`config.mk`:
```
export PLATFORM = sky130hd
export DESIGN_NAME = dpi_stream_sequencer
export DESIGN_NICKNAME = d
export VERILOG_FILES = /design/src/rtl/dpi_seq_pkg.sv /design/src/rtl/dpi_stream_table.sv /design/src/rtl/dpi_stream_sequencer.sv
export SDC_FILE = /design/constraint.sdc
export NUM_CORES = 2
export LEC_CHECK = 0
export CAP_MARGIN = 20
export CORE_ASPECT_RATIO = 0.75
export CORE_MARGIN = 2
export CORE_UTILIZATION = 45
export CTS_CLUSTER_DIAMETER = 30
export DETAILED_ROUTE_END_ITERATION = 16
export GPL_ROUTABILITY_DRIVEN = 0
export RECOVER_POWER = 25
export SYNTH_ARGS = -nofsm -noshare
export SYNTH_HDL_FRONTEND = slang
export SYNTH_SLANG_ARGS = --single-unit
```
`constraint.sdc`:
```
create_clock -name clk -period 5.65 [get_ports clk]
set_input_delay 1.13 -clock clk [delete_from_list [all_inputs] [get_ports clk]]
set_output_delay 1.13 -clock clk [all_outputs]
set_load 0.01 [all_outputs]
```
`src/rtl/dpi_seq_pkg.sv`:
```
// rtl/dpi_seq_pkg.sv - shared constants and FSM state type for the DPI stream sequencer
package dpi_seq_pkg;

    localparam int NUM_STREAMS = 64;
    localparam int STREAM_ID_W = 6;
    localparam int KEY_W       = 16;

    typedef enum logic [2:0] {
        S_IDLE,
        S_LOOKUP,
        S_LOAD,
        S_WAIT,
        S_STREAM,
        S_DRAIN,
        S_EOP,
        S_REPORT
    } seq_state_t;

endpackage

```
`src/rtl/dpi_stream_table.sv`:
```
// rtl/dpi_stream_table.sv - flow key table: parallel compare, round-robin allocation and eviction
//
// Ports:
//   clk, rst_n  : clock, synchronous active-low reset (clears valid bits and alloc pointer)
//   lookup      : high for the single lookup cycle; a miss writes key at alloc_ptr
//   key         : flow key to look up
//   id          : matching index on a hit, alloc_ptr on a miss (combinational)
//   is_new      : 1 when the key missed and a slot is being (re)allocated
module dpi_stream_table
    import dpi_seq_pkg::*;
(
    input  logic                   clk,
    input  logic                   rst_n,
    input  logic                   lookup,
    input  logic [KEY_W-1:0]       key,
    output logic [STREAM_ID_W-1:0] id,
    output logic                   is_new
);

    logic [KEY_W-1:0]       keys [NUM_STREAMS];
    logic [NUM_STREAMS-1:0] valid;
    logic [STREAM_ID_W-1:0] alloc_ptr;
    logic [STREAM_ID_W-1:0] hit_idx;
    logic                   hit;

    // Keys are unique in the table, so at most one entry can match.
    always_comb begin
        hit     = 1'b0;
        hit_idx = '0;
        for (int i = 0; i < NUM_STREAMS; i++) begin
            if (!hit && valid[i] && keys[i] == key) begin
                hit     = 1'b1;
                hit_idx = STREAM_ID_W'(i);
            end
        end
    end

    assign id     = hit ? hit_idx : alloc_ptr;
    assign is_new = ~hit;

    // A miss always overwrites the slot at alloc_ptr, which evicts the
    // oldest allocation once all 64 slots are in use.
    always_ff @(posedge clk) begin
        if (!rst_n) begin
            valid     <= '0;
            alloc_ptr <= '0;
        end else if (lookup && !hit) begin
            valid[alloc_ptr] <= 1'b1;
            alloc_ptr        <= alloc_ptr + 1'b1;
        end
    end

    always_ff @(posedge clk) begin
        if (lookup && !hit) begin
            keys[alloc_ptr] <= key;
        end
    end

endmodule

```
`src/rtl/dpi_stream_sequencer.sv`:
```
// rtl/dpi_stream_sequencer.sv - packet-to-matcher sequencer with flow table and result reporting
//
// Optional feature macro: DPI_SEQ_ENABLE_MASK_EN (per-stream enable mask and cfg_* writes).
//
// Ports:
//   clk, rst_n                      : clock, synchronous active-low reset
//   in_valid/in_ready/in_data       : byte stream in; in_sop/in_eop frame it, in_key tags the flow at sop
//   char_in/char_in_vld/load_state  : registered matcher drive
//   stream_id/new_stream_id/eop     : registered matcher drive, stream context
//   enable                          : registered per-stream enable at eop (constant 1 without the mask)
//   fired_vec                       : concatenated matcher fired flags, sampled while eop is high
//   res_valid/res_ready             : result handshake, res_stream_id/res_fired payload
//   cfg_we/cfg_addr/cfg_en          : mask write port
module dpi_stream_sequencer
    import dpi_seq_pkg::*;
#(
    parameter int NUM_REGEX = 16,
    parameter int LOAD_GAP  = 2,
    parameter int DRAIN_GAP = 3
) (
    input  logic                   clk,
    input  logic                   rst_n,
    input  logic                   in_valid,
    output logic                   in_ready,
    input  logic [7:0]             in_data,
    input  logic                   in_sop,
    input  logic                   in_eop,
    input  logic [KEY_W-1:0]       in_key,
    output logic [7:0]             char_in,
    output logic                   char_in_vld,
    output logic                   load_state,
    output logic [STREAM_ID_W-1:0] stream_id,
    output logic                   new_stream_id,
    output logic                   eop,
    output logic                   enable,
    input  logic [NUM_REGEX-1:0]   fired_vec,
    output logic                   res_valid,
    input  logic                   res_ready,
    output logic [STREAM_ID_W-1:0] res_stream_id,
    output logic [NUM_REGEX-1:0]   res_fired,
    input  logic                   cfg_we,
    input  logic [STREAM_ID_W-1:0] cfg_addr,
    input  logic                   cfg_en
);

    localparam logic [7:0] LOAD_LAST  = 8'(LOAD_GAP - 1);
    localparam logic [7:0] DRAIN_LAST = 8'(DRAIN_GAP - 1);

    seq_state_t             state;
    seq_state_t             next;
    logic [7:0]             cnt;
    logic [KEY_W-1:0]       key_q;
    logic [STREAM_ID_W-1:0] tbl_id;
    logic                   tbl_new;

    dpi_stream_table u_table (
        .clk    (clk),
        .rst_n  (rst_n),
        .lookup (state == S_LOOKUP),
        .key    (key_q),
        .id     (tbl_id),
        .is_new (tbl_new)
    );

    always_ff @(posedge clk) begin
        if (!rst_n) begin
            state <= S_IDLE;
        end else begin
            state <= next;
        end
    end

    // in_ready is combinational so a non-sop byte in IDLE is dropped in the
    // same cycle it is offered; a sop byte is held for STREAM to consume.
    always_comb begin
        next     = state;
        in_ready = 1'b0;
        case (state)
            S_IDLE: begin
                in_ready = in_valid && !in_sop;
                if (in_valid && in_sop) next = S_LOOKUP;
            end
            S_LOOKUP: next = S_LOAD;
            S_LOAD:   next = (LOAD_GAP == 0) ? S_STREAM : S_WAIT;
            S_WAIT:   if (cnt == LOAD_LAST) next = S_STREAM;
            S_STREAM: begin
                in_ready = 1'b1;
                if (in_valid && in_eop) next = (DRAIN_GAP == 0) ? S_EOP : S_DRAIN;
            end
            S_DRAIN:  if (cnt == DRAIN_LAST) next = S_EOP;
            S_EOP:    next = S_REPORT;
            S_REPORT: if (res_valid && res_ready) next = S_IDLE;
            default:  next = S_IDLE;
        endcase
        if (!rst_n) in_ready = 1'b0;
    end

    // load_state and eop trail their states by one cycle, so WAIT/DRAIN
    // spans line up with the idle gaps the matchers see on their ports.
    always_ff @(posedge clk) begin
        if (!rst_n) begin
            cnt           <= '0;
            key_q         <= '0;
            char_in       <= '0;
            char_in_vld   <= 1'b0;
            load_state    <= 1'b0;
            stream_id     <= '0;
            new_stream_id <= 1'b0;
            eop           <= 1'b0;
            res_valid     <= 1'b0;
            res_stream_id <= '0;
            res_fired     <= '0;
        end else begin
            cnt <= (next != state) ? 8'd0 : cnt + 8'd1;
            if (state == S_IDLE && in_valid && in_sop) key_q <= in_key;
            if (state == S_LOOKUP) begin
                stream_id     <= tbl_id;
                new_stream_id <= tbl_new;
            end
            load_state  <= (state == S_LOAD);
            char_in_vld <= (state == S_STREAM) && in_valid;
            if (state == S_STREAM && in_valid) char_in <= in_data;
            eop <= (state == S_EOP);
            if (eop) begin
                res_valid     <= 1'b1;
                res_stream_id <= stream_id;
                res_fired     <= fired_vec;
            end else if (res_valid && res_ready) begin
                res_valid <= 1'b0;
            end
        end
    end

`ifdef DPI_SEQ_ENABLE_MASK_EN
    logic [NUM_STREAMS-1:0] mask;

    // enable samples mask before a same-cycle cfg write lands.
    always_ff @(posedge clk) begin
        if (!rst_n) begin
            mask   <= '1;
            enable <= 1'b0;
        end else begin
            if (cfg_we) mask[cfg_addr] <= cfg_en;
            enable <= (state == S_EOP) && mask[stream_id];
        end
    end
`else
    logic unused_cfg;
    assign unused_cfg = &{1'b0, cfg_we, cfg_addr, cfg_en};
    assign enable     = 1'b1;
`endif

endmodule

```
After elaboration in Yosys (flattened, before gate mapping)
Memory sizes are Yosys's and may differ from the RTL's.
Index checks and enable logic that the tools add are counted.
{"block": "totals", "ff_bits": 138, "ram_bits": 1024, "inputBits": 54, "output_inout_bits": 43, "word_cells": 442, "n_memories": 1}
{"block": "op_classes", "n_addsub": 2, "order_cmp": 2, "n_eq_ne": 74, "mux": 142, "bitwise_logic": 3, "reduce_logical": 204}
{"memory": "u_table.keys", "depth": 64, "width": 16, "rd": 64, "rd_clocked_by_memory_dff": 0, "write_ports": 1, "line": "dpi_stream_table.sv:20", "text": "logic [KEY_W-1:0] keys [NUM_STREAMS];"}
{"cell": "16-bit equality test", "n": 64}
{"cell": "6-bit two-way mux", "n": 33}
{"cell": "1-bit logical AND", "n": 136}
{"cell": "5-bit two-way mux", "n": 16}
{"cell": "1-bit two-way mux", "n": 71}
{"cell": "1-bit logical NOT", "n": 65}
{"cell": "64-bit bitwise OR", "n": 1}
{"cell": "4-bit two-way mux", "n": 8}
{"cell": "3-bit two-way mux", "n": 9}
{"cell": "3-bit case mux with 8 select lines", "n": 1}
{"cell": "3-bit equality test (second input constant)", "n": 4}
{"cell": "8-bit by 1-bit adder with 8-bit output (second input constant)", "n": 1}
{"cell": "8-bit by 1-bit equality test with 1-bit output (second input constant)", "n": 1}
{"cell": "8-bit by 2-bit equality test with 1-bit output (second input constant)", "n": 1}
{"cell": "6-bit by 7-bit less-than comparator with 1-bit output (second input constant)", "n": 1}
{"cell": "6-bit by 1-bit adder with 6-bit output (second input constant)", "n": 1}
{"cell": "1-bit demux with 6-bit select", "n": 1}
{"cell": "3-bit by 2-bit equality test with 1-bit output (second input constant)", "n": 2}
{"cell": "6-bit by 1-bit >= comparator with 1-bit output (second input constant)", "n": 1}
{"cell": "2-bit two-way mux", "n": 2}
{"cell": "3-bit by 1-bit equality test with 1-bit output (second input constant)", "n": 1}
{"cell": "3-bit logical NOT", "n": 1}
{"cell": "3-bit inequality test", "n": 1}
{"cell": "1-bit inverter", "n": 2}
{"cell": "other kinds (3)", "n": 3}

Depth between registers and ports, before layout
An unclocked memory read counts as a cell.
{"block": "logic_depth", "ltp_word": 260, "depth_mapped": 15, "mapped_depth_nobuf": 10}

Hierarchy
A second synthesis with hierarchy kept.
{"block": "hier_totals", "cells_unflattened": 3909, "hier_area_um2": 53540.1}
{"module": "dpi_stream_table", "n_inst": 1, "cells_per_inst": 3647, "area_per_inst_um2": 50807.5, "seq_area_each_um2": 32150.8}
{"module": "dpi_stream_sequencer", "n_inst": 1, "cells_per_inst": 262, "area_per_inst_um2": 2732.6, "seq_area_each_um2": 1361.3}

Worst setup path before layout
No wires, ideal clock.
{"block": "synth_timing", "path_type": "flip-flop to flip-flop", "start": "register key_q[11]", "end": "memory u_table.keys[15][0] (enable)", "setup_ps": 412, "t_arrival_ps": 4589, "required_time_ps": 5238, "path_slack_ps": 649, "path_stages_with_launch": 13, "n_path_buf": 3, "synth_period_minus_slack_ps": 5001, "cell_sequence": "dfxtp_1 -> buf_4 -> buf_4 -> xor2_1 -> nor3_1 -> nand4_1 -> o22ai_1 -> nor4b_1 -> and4_1 -> and3b_1 -> nand4_2 -> buf_6 -> nor3_1"}
{"block": "synth_between", "elab_chain_len": 259, "word_cells_on_any_way": 322, "cone_classes": "eq/ne (64); mux (66); reduce/logical (192)"}
{"item": "start, declared", "line": "dpi_stream_sequencer.sv:52", "text": "logic [KEY_W-1:0] key_q;"}
{"item": "start signal, assigned", "line": "dpi_stream_sequencer.sv:115", "text": "if (state == S_IDLE && in_valid && in_sop) key_q <= in_key;"}
{"item": "16-bit equality test", "line": "dpi_stream_table.sv:31", "text": "if (!hit && valid[i] && keys[i] == key) begin"}
{"item": "1-bit logical AND", "line": "dpi_stream_table.sv:31"}
{"item": "1-bit two-way mux", "line": "dpi_stream_table.sv:31"}
{"item": "1-bit logical NOT", "line": "dpi_stream_table.sv:31"}
{"item": "1-bit logical AND (2 in series)", "line": "dpi_stream_table.sv:31"}
{"item": "1-bit two-way mux", "line": "dpi_stream_table.sv:31"}
{"item": "1-bit logical NOT", "line": "dpi_stream_table.sv:31"}
{"item": "1-bit logical AND (2 in series)", "line": "dpi_stream_table.sv:31"}
{"item": "[240 not listed]"}
{"item": "1-bit two-way mux", "line": "dpi_stream_table.sv:31"}
{"item": "1-bit logical NOT", "line": "dpi_stream_table.sv:31"}
{"item": "1-bit logical AND (2 in series)", "line": "dpi_stream_table.sv:31"}
{"item": "1-bit two-way mux (*)", "line": "dpi_stream_table.sv:31"}
{"item": "1-bit logical NOT (*)", "line": "dpi_stream_table.sv:54", "text": "if (lookup && !hit) begin"}
{"item": "1-bit logical AND (*)", "line": "dpi_stream_table.sv:54"}
{"item": "1-bit two-way mux (*)", "line": "dpi_stream_table.sv:54"}
{"item": "1-bit two-way mux (implied by the code) (*)", "line": "dpi_stream_table.sv:55", "text": "keys[alloc_ptr] <= key;"}
{"item": "end, declared", "line": "dpi_stream_table.sv:20"}
Every way passes the cells marked *; elsewhere a longest branch is shown, timed or not.

Worst setup path in the final report
{"block": "layout_timing", "start": "register key_q[7]", "end": "memory u_table.keys[34][1] (enable)"}
Same word-level chain as after synthesis.

==> metrics <==
Worst setup EP type=flop; warnings from Yosys=0; PostCTS Resize Cnt=0; post-synthesis async set-or-reset flop share=0%; share of layout cells above drive strength 1=15.6%; Finish-stage setup viols=0; Cell Area, Synth=0.0498 mm2; footprint of the multi-input gates=0.0149 mm2; Layout Cells excl Fill=5225; EDFF count, synth=1024; IO Port Bufs=87; CTS max path bufs=3; Vias=28000; cell count after placement=4890; CTS Hold Bufs=0; Worst Path Arrival=5.62 ns; post-synthesis cell count=3298; post-DP HPWL=73.8 mm; Routed Antenna Nets=0; Routed WL=118 mm; Remaining Overflow, GRT=0; Area Growth Syn to Fin=19.6%; core footprint=0.110 mm2; initial antenna violation count=1; drt pass-1 iters=6; CTS H-tree lvls=4; Via density=5.35; setup repair bufs after CTS=0; Worst VDD drop=0.323 mV; TritonCTS clock tree=done; FF+latch area=0.0336 mm2; clock root buffer=clkbuf_16; final hold viol count=0; Max-cap violations=0; I/O pins=97; Yosys cell types=77; pin count of the biggest net entering global routing=85; compound-cell area share of the yosys netlist=2.78%; RSZ-0062 raised after global routing=no; Adder-Cell Fraction of Synth Area=0.100%; crit path kind=reg -> reg; slew of the pin with the lowest slew margin=1.20 ns; first-pass GRT wire length=180 mm; DRC Markers=0; status=completed; die area=0.113 mm2; Worst Path Required=6.10 ns; # fillers=8748; DIE HEIGHT=292 um; ant diodes=0; flop and latch count out of synthesis=1162; Pwr per Cell Area=361 mW/mm2; XOR/XNOR share of the synthesized area=18.1%; Max transition margin=19.5%; DRC violation total after the first TritonRoute iteration=2301; Startpoint Class=flop; die width=388 um; LEAKAGE=20.0 nW; syn avg cell area=15.1 um2; number of buffers created by CTS=173; Max Fclk=0.193 GHz; initial core utilization=45.5%; Slew Viols, Final=0; Routed WL per cell=22.6 um; register area share after synthesis=67.3%; CTS sink count=1162; mux cell area share after synthesis=0.462%; Tmin final=5.17 ns; sum of negative setup slack=0 ns; total track usage=20.9%; Critical Path Fanout Max=15; Clock Skews=0.0313 ns; Mapped Nets=3356; Synth Area in Simple Gates=8.39%; Top FF cell, synth=edfxtp_1; NumNets Final=3688; worst hold path type=reg -> reg; fin crit share=91.5%; FP Rows=105; vias in the first global route=28600; Worst-path clk slew=0.06 ns; latest clock arrival within the worst-skew pair=0.77 ns; main combinational cell family by area after synthesis=XOR/XNOR gates
[worst paths after layout]
| check | from | end | slack, ns | depth (start not counted) |
|---|---|---|---|---|
| worst max-delay path | key_q[7]$_SDFFE_PN0P_ | u_table.keys[34][1]$_DFFE_PP_ | 0.48 | 13 |
| worst min-delay path | u_table.valid[53]$_SDFFE_PN0P_ | u_table.valid[53]$_SDFFE_PN0P_ | 0.46 | 1 |
| worst max register to register | key_q[7]$_SDFFE_PN0P_ | u_table.keys[34][1]$_DFFE_PP_ | 0.48 | 13 |
| worst min register to register | u_table.valid[53]$_SDFFE_PN0P_ | u_table.valid[53]$_SDFFE_PN0P_ | 0.46 | 1 |
[worst max-delay path, cell delays in order, from the launching register on]
cell      delay (ns)
dfxtp_1         0.56
clkbuf_1        0.82
xnor2_1         0.18
nand4_1         0.16
nor4_1          0.08
and3_1          0.28
or4_1           0.57
a31oi_1         0.28
and3b_1         0.31
nand4_2         0.17
buf_4           0.26
or3_1           0.62
nor2_1          0.27
buf_4           0.28
[registers in the layout (all words and copies together), names as in the netlist, 6 cells and up]
| name | cells |
|---|---|
| u_table.keys | 1024 |
| u_table.valid | 64 |
| key_q | 16 |
| res_fired | 16 |
| char_in | 8 |
| cnt | 8 |
| res_stream_id | 6 |
| stream_id | 6 |
| u_table.alloc_ptr | 6 |
[through the flow]
step           total power, mW  worst slack [ns]  hold WS [ns]  util, %  instance area [um2]
2_1_floorplan             10.3             0.649         0.433        -                49800
3_3_place_gp              10.6             0.682         0.438     48.7                53300
3_5_place_dp              10.7             0.600         0.448     48.9                53500
4_1_cts                   21.7             0.574         0.461     54.4                59600
5_1_grt                   22.1             0.248         0.470     54.4                59600
6_report                  21.5             0.481         0.455     54.4                59600
[cells in the mapped netlist (10+ instances only)]
library cell | n | area (um2)
a21boi_0 | 27 | 203
a21oi_1 | 19 | 95.1
a32o_1 | 24 | 240
and2_1 | 10 | 62.6
and3_1 | 21 | 131
buf_4 | 45 | 338
buf_6 | 58 | 653
clkbuf_1 | 37 | 139
dfxtp_1 | 138 | 2760
edfxtp_1 | 1024 | 30700
inv_1 | 11 | 41.3
mux2i_1 | 23 | 230
nand2_1 | 122 | 458
nand3_1 | 45 | 225
nand4_1 | 148 | 926
nor2_1 | 75 | 282
nor2b_1 | 29 | 181
nor3_1 | 48 | 240
nor3_2 | 32 | 320
nor4_1 | 131 | 820
o21a_1 | 47 | 353
o22ai_1 | 13 | 81.3
xnor2_1 | 599 | 5250
xor2_1 | 432 | 3780
[per-layer routing]
layer | global-route usage (%) | vias to the layer above | share of wire, %
li1 | - | 12800 | -
met1 | 30.2 | 14200 | 47
met2 | 32.5 | 799 | 46
met3 | 3.03 | 200 | 4.9
met4 | 7.01 | 0 | 2.3
met5 | 0 | - | 0
[cell type report]
class                      instances  area share, %
clock buffer                     206           7.68
clock inverter                   120           2.51
inverter                          11         0.0693
multi-input combinational       1960           25.0
sequential                      1162           56.3
tap                             1444           3.03
timing repair buffer             322           5.35
[cell usage in the layout (no fill, tap or decap), drive strengths merged, types with 24 or more instances in the layout]
cell type and count:
clkinv 55, nor3 81, nor2b 29, nor4 135, nand4 150, clkdlybuf4s50 86
dfxtp 138, a32o 24, o21a 47, nand2 122, nor2 76, nand3 46
a21boi 28, xnor2 599, buf 215, edfxtp 1024, bufinv 26, clkbuf 227
xor2 432, inv 32
[logic make-up (layout without fill, tap and decap cells)]
group	Yosys count	after routing
XOR/XNOR	1031	1031
adder cells (fa/ha/maj)	4	4
buffers and inverters	176	659
multiplexers	23	23
AO/OA/AOI/OAI	182	182
flip-flops	1162	1162
AND/OR/NAND/NOR	719	719
other	1	1
[report_power, final]
group	switching (mW)	internal, mW	leakage, nW
Clock	3.98	7.04	2.94
Sequential	0.0806	9.37	10.5
Combinational	0.611	0.408	6.53
Note: power is estimated with default switching activity, not from simulation.
